**config.mk**
```make
export PLATFORM = sky130hd
export DESIGN_NAME = execution_pipeline_buffer
export DESIGN_NICKNAME = d
export VERILOG_FILES = /design/src/rtl/execution_pipeline_buffer.sv
export SDC_FILE = /design/constraint.sdc
export NUM_CORES = 1
export LEC_CHECK = 0
export ABC_CLOCK_PERIOD_IN_PS = 1600
export CAP_MARGIN = 20
export CORE_MARGIN = 2
export CORE_UTILIZATION = 46
export CTS_CLUSTER_DIAMETER = 150
export DETAILED_ROUTE_END_ITERATION = 10
export GPL_TIMING_DRIVEN = 0
export HOLD_SLACK_MARGIN = 0.06
export PLACE_DENSITY_LB_ADDON = 0.2
export SLEW_MARGIN = 20
export SYNTH_ARGS = -nofsm -noshare
export SYNTH_HDL_FRONTEND = slang
export SYNTH_SLANG_ARGS = --single-unit
```
**constraint.sdc**
```tcl
create_clock -name clk -period 1.6 [get_ports clk]
set_input_delay 0.24 -clock clk [delete_from_list [all_inputs] [get_ports clk]]
set_output_delay 0.24 -clock clk [all_outputs]
set_load 0.005 [all_outputs]
```
**src/rtl/execution_pipeline_buffer.sv**
```systemverilog
// execution_pipeline_buffer
//
// EX->MEM pipeline stage built as a DEPTH-entry elastic FIFO with a
// valid/ready handshake on both sides. A push that carries a data-cache
// access raises a lock that refuses further pushes until the data cache
// pulses unlock. A synchronous flush empties the buffer and drops the lock
// so a branch redirect can restart the stage cleanly.
//
// Ports:
//   clk, rst_n                 clock, asynchronous active-low reset
//   in_valid / in_ready        upstream handshake
//   in_instruction, in_extended_immediate, in_alu_result, in_second_input,
//   in_destination_register, in_ctrl
//                              entry fields; in_ctrl bit 2 = d_cache_access
//   flush                      discard all entries and clear the lock
//   unlock                     one-cycle data-cache completion pulse
//   out_valid / out_ready      downstream handshake on the head entry
//   out_*                      head entry fields, read from storage
//   count                      number of occupied entries
//   locked                     memory-access lock active
module execution_pipeline_buffer #(
    parameter int WORD_WIDTH           = 32,
    parameter int REGISTER_INDEX_WIDTH = 5,
    parameter int DEPTH                = 2
) (
    input  logic                            clk,
    input  logic                            rst_n,
    input  logic                            in_valid,
    output logic                            in_ready,
    input  logic [WORD_WIDTH-1:0]           in_instruction,
    input  logic [WORD_WIDTH-1:0]           in_extended_immediate,
    input  logic [WORD_WIDTH-1:0]           in_alu_result,
    input  logic [WORD_WIDTH-1:0]           in_second_input,
    input  logic [REGISTER_INDEX_WIDTH-1:0] in_destination_register,
    input  logic [5:0]                      in_ctrl,
    input  logic                            flush,
    input  logic                            unlock,
    output logic                            out_valid,
    input  logic                            out_ready,
    output logic [WORD_WIDTH-1:0]           out_instruction,
    output logic [WORD_WIDTH-1:0]           out_extended_immediate,
    output logic [WORD_WIDTH-1:0]           out_alu_result,
    output logic [WORD_WIDTH-1:0]           out_second_input,
    output logic [REGISTER_INDEX_WIDTH-1:0] out_destination_register,
    output logic [5:0]                      out_ctrl,
    output logic [$clog2(DEPTH+1)-1:0]      count,
    output logic                            locked
);

    localparam int PTR_W   = $clog2(DEPTH);
    localparam int CNT_W   = $clog2(DEPTH+1);
    localparam int ENTRY_W = 4*WORD_WIDTH + REGISTER_INDEX_WIDTH + 6;

    typedef enum logic {
        LOCK_OPEN,
        LOCK_HELD
    } lock_state_t;

    logic [ENTRY_W-1:0] entry_mem [DEPTH];
    logic [PTR_W-1:0]   wr_ptr_reg, wr_ptr_next;
    logic [PTR_W-1:0]   rd_ptr_reg, rd_ptr_next;
    logic [CNT_W-1:0]   count_reg, count_next;
    lock_state_t        lock_state_reg, lock_state_next;

    logic               push;
    logic               pop;
    logic [ENTRY_W-1:0] in_entry;
    logic [ENTRY_W-1:0] head_entry;

    assign locked    = (lock_state_reg == LOCK_HELD);
    assign count     = count_reg;
    assign out_valid = (count_reg != '0);

    // No pass-through when full: a pop only frees a slot for the next cycle.
    assign in_ready  = (count_reg < CNT_W'(DEPTH)) & ~locked & ~flush;
    assign push      = in_valid & in_ready;
    assign pop       = out_valid & out_ready & ~flush;

    assign in_entry = {in_instruction, in_extended_immediate, in_alu_result,
                       in_second_input, in_destination_register, in_ctrl};

    // Head is always taken from storage, never bypassed from the inputs.
    assign head_entry = entry_mem[rd_ptr_reg];
    assign {out_instruction, out_extended_immediate, out_alu_result,
            out_second_input, out_destination_register, out_ctrl} = head_entry;

    // Entry storage: each slot is written whole and then left untouched
    // until it has been popped and reused.
    always_ff @(posedge clk or negedge rst_n) begin
        if (!rst_n) begin
            for (int i = 0; i < DEPTH; i++) begin
                entry_mem[i] <= '0;
            end
        end else if (push) begin
            entry_mem[wr_ptr_reg] <= in_entry;
        end
    end

    // Pointer and occupancy next-state; flush overrides any handshake.
    always_comb begin
        wr_ptr_next = wr_ptr_reg;
        rd_ptr_next = rd_ptr_reg;
        count_next  = count_reg;
        if (flush) begin
            wr_ptr_next = '0;
            rd_ptr_next = '0;
            count_next  = '0;
        end else begin
            if (push) begin
                wr_ptr_next = (wr_ptr_reg == PTR_W'(DEPTH-1)) ? '0 : wr_ptr_reg + PTR_W'(1);
            end
            if (pop) begin
                rd_ptr_next = (rd_ptr_reg == PTR_W'(DEPTH-1)) ? '0 : rd_ptr_reg + PTR_W'(1);
            end
            case ({push, pop})
                2'b10:   count_next = count_reg + CNT_W'(1);
                2'b01:   count_next = count_reg - CNT_W'(1);
                default: count_next = count_reg;
            endcase
        end
    end

    // Lock FSM next-state. A push can only happen while open, so a
    // simultaneous unlock in the open state has nothing to release.
    always_comb begin
        lock_state_next = lock_state_reg;
        if (flush) begin
            lock_state_next = LOCK_OPEN;
        end else begin
            case (lock_state_reg)
                LOCK_OPEN: begin
                    if (push && in_ctrl[2]) begin
                        lock_state_next = LOCK_HELD;
                    end
                end
                LOCK_HELD: begin
                    if (unlock) begin
                        lock_state_next = LOCK_OPEN;
                    end
                end
                default: lock_state_next = LOCK_OPEN;
            endcase
        end
    end

    always_ff @(posedge clk or negedge rst_n) begin
        if (!rst_n) begin
            wr_ptr_reg     <= '0;
            rd_ptr_reg     <= '0;
            count_reg      <= '0;
            lock_state_reg <= LOCK_OPEN;
        end else begin
            wr_ptr_reg     <= wr_ptr_next;
            rd_ptr_reg     <= rd_ptr_next;
            count_reg      <= count_next;
            lock_state_reg <= lock_state_next;
        end
    end

endmodule

```
==> impl_metrics.toml <==
[outcome]
status = "finished with violations"
violations = "negative setup slack"

[sta]
period_share = 1.39
final-setup-viol-count = 420
min_period_ps = 2220
finalWorstSetupSlack_ps = -619
finalHoldViolCount = 0
worstMarginPinSlew_ps = 476
maxSlewHeadroom = 0.682
maxSlewViolCount = 0
rsz0062_at_grt = "true"
max_freq_ghz = 0.451
finalClockSkew_ps = 8.54

[clock_tree]
clockBufferDepth = 3
cts_inserted_buffers = 31
cts_sinks = 283
h-tree-depth = 1
cts_tree = "built"
insertion_delay_ps = 550
cts-root-buf = "clkbuf_16"
clk_pin_slew_ps = 60

[global_route]
use_met2 = 0.353
grt_pass1_wl_um = 48900
busiest_layer = "met2"
grt_use_met1 = 0.283
grtUsageMet3 = 0.0630
grtUsageTotal = 0.216
grt_max_degree = 98
overflow = 0
antenna_found_initial = 0
grt_pass1_vias = 8673

[placement]
portBuffers = 288
dp_hpwl_um = 19200
dp_cells = 1403
gp_congestion = 0.735
pre_cts_ws_ps = -1100
place_area_um2 = 16100

[power]
ir_drop_v = 0.000963
powerDensity_nw_per_um2 = 1310
power_w = 0.0252
power.static_leakage_nw = 8.78

[critical_path]
r2r_start = "count[1]$_DFFE_PN0P_"
r2r_cells = 8
cp-startpoint = "rd_ptr_reg$_DFFE_PN0P_"
worstSetupPathType = "flop to output pin"
cp.arrival_ps = 1980
r2r_setup_slack_ps = -380
r2r-end = "entry_mem[167]$_DFFE_PN0P_"
required_ps = 1360
worstPathMaxFanout = 8
worstSetupStartpointType = "flop"
cp-end-kind = "output pin"

[synthesis]
async_flop_share = 1.00
synth_fp_nets = 916
yosysSeqAreaShare = 0.557
synth_warnings = 0
synth_cells = 771
syn_avg_cell_area_um2 = 16.5
ys_ff_latch = 283
syn_area_um2 = 12700
synth_enable_flop_cells = 0
ys.flop_type = "dfrtp_1"
ys_types = 26

[cells_and_area]
n_antenna_cell = 0
area_growth_syn_to_layout_pct = 51.5
final_area_um2 = 19200
final_util = 0.712
instances_no_fill = 1557
drive_gt1_frac = 0.632
largest_register_ffs = 278
layout.nets = 1339

[drt]
drc = 0
via_count = 7995
drt_pass1_iterations = 4
postRouteAntennaNets = 0
wirelength_um = 33200
dr.first_iter.drc_count = 292
wl_per_cell_um = 21.3
vias_per_cell = 5.13

[job]
drv_cap = 0

[floorplan]
die_h_um = 170
core_area_um2 = 27000
fp.dieW_um = 170
ios = 289
start_util = 0.470
row_count = 60
dieArea_um2 = 29000

[worst_hold_path]
hold_class = "input port to async pin"
-- report_power, final --
| group | switching, W | leakage, nW | internal (W) |
|---|---|---|---|
| clock | 0.00286 | 0.515 | 0.00424 |
| sequential | 0.00107 | 3.38 | 0.00928 |
| combinational | 0.00243 | 4.89 | 0.00533 |
-- placed cells by master (no fill, tap or decap), types with 2 or more instances in the layout --
cell             instances
buf_2                   66
o21ai_0                  2
mux2_2                 255
dfrtp_1                279
buf_8                   14
a21oi_1                  2
buf_6                  103
dfrtp_2                  4
clkinv_2                 5
clkbuf_2                 4
inv_1                    3
clkbuf_8                12
clkbuf_16               50
xor2_1                   2
clkbuf_1                 4
nor2_1                   3
buf_4                   20
clkdlybuf4s50_1        143
mux2_4                 162
buf_12                  52
buf_16                  14
-- metrics by stage --
stage               setup TNS [ps]  hold WS [ps]
detailed placement         -291010           202
finish                     -152000           200
global placement          -3756740           478
floorplan                    -8210         -55.6
CTS                        -151800           208
global route               -171420           239
-- cells in the mapped netlist, drive strengths merged, types with 2 or more instances --
library cell,instances,share of area
o21ai,2,0.00079
inv,3,0.00089
clkbuf,2,0.00059
a21oi,2,0.00079
nor2,3,0.00089
or2,2,0.00098
dfrtp,283,0.56
mux2,417,0.40
buf,45,0.032
xor2,2,0.0014
-- timing repair --
action / in CTS / in global routing
gates resized for setup: 767 / 153
gates cloned: 22 / 18
buffers inserted: 61 / 26
hold buffers: 1 / 0
pin swaps: 1 / 2
setup endpoints to repair: 423 / 499
endpoints found under the hold margin: 80 / 0
-- layout make-up --
class,count,area (µm²)
clock buffer,47,956
timing repair buffer,401,4520
buffer,36,706
inverter,3,11.3
clock inverter,8,72.6
tap,341,427
multi-input combinational,438,5460
sequential,283,7090
fill,1774,7780
-- worst max-delay path, cell delays in order (launching register included) --
cell	delay [ps]
dfrtp_2	430
buf_12	150
clkbuf_16	170
buf_12	140
buf_6	120
mux2_4	300
buf_6	120
-- worst max path at each step --
| stage | endpoint | slack (ps) | cells after the start |
|---|---|---|---|
| floorplan | entry_mem[139]$_DFFE_PN0P_ | -70 | 6 |
| global placement | entry_mem[236]$_DFFE_PN0P_ | -12270 | 1 |
| detailed placement | out_extended_immediate[1] | -1100 | 5 |
| CTS | out_alu_result[8] | -720 | 7 |
| global route | out_extended_immediate[23] | -670 | 6 |
| finish | out_second_input[18] | -620 | 6 |
-- logic make-up after synthesis --
| family | synth area share |
|---|---|
| XOR/XNOR | 0.00138 |
| buffers and inverters | 0.0333 |
| multiplexers | 0.399 |
| flip-flops | 0.557 |
| AND/OR/NAND/NOR | 0.00561 |
| AO/OA/AOI/OAI | 0.00345 |
-- routing by layer --
layer,wire (µm),share of wire
met1,14200,0.43
met2,15900,0.48
met3,2320,0.070
met4,774,0.023
met5,0,0
Power figures use the tool's default switching activity.
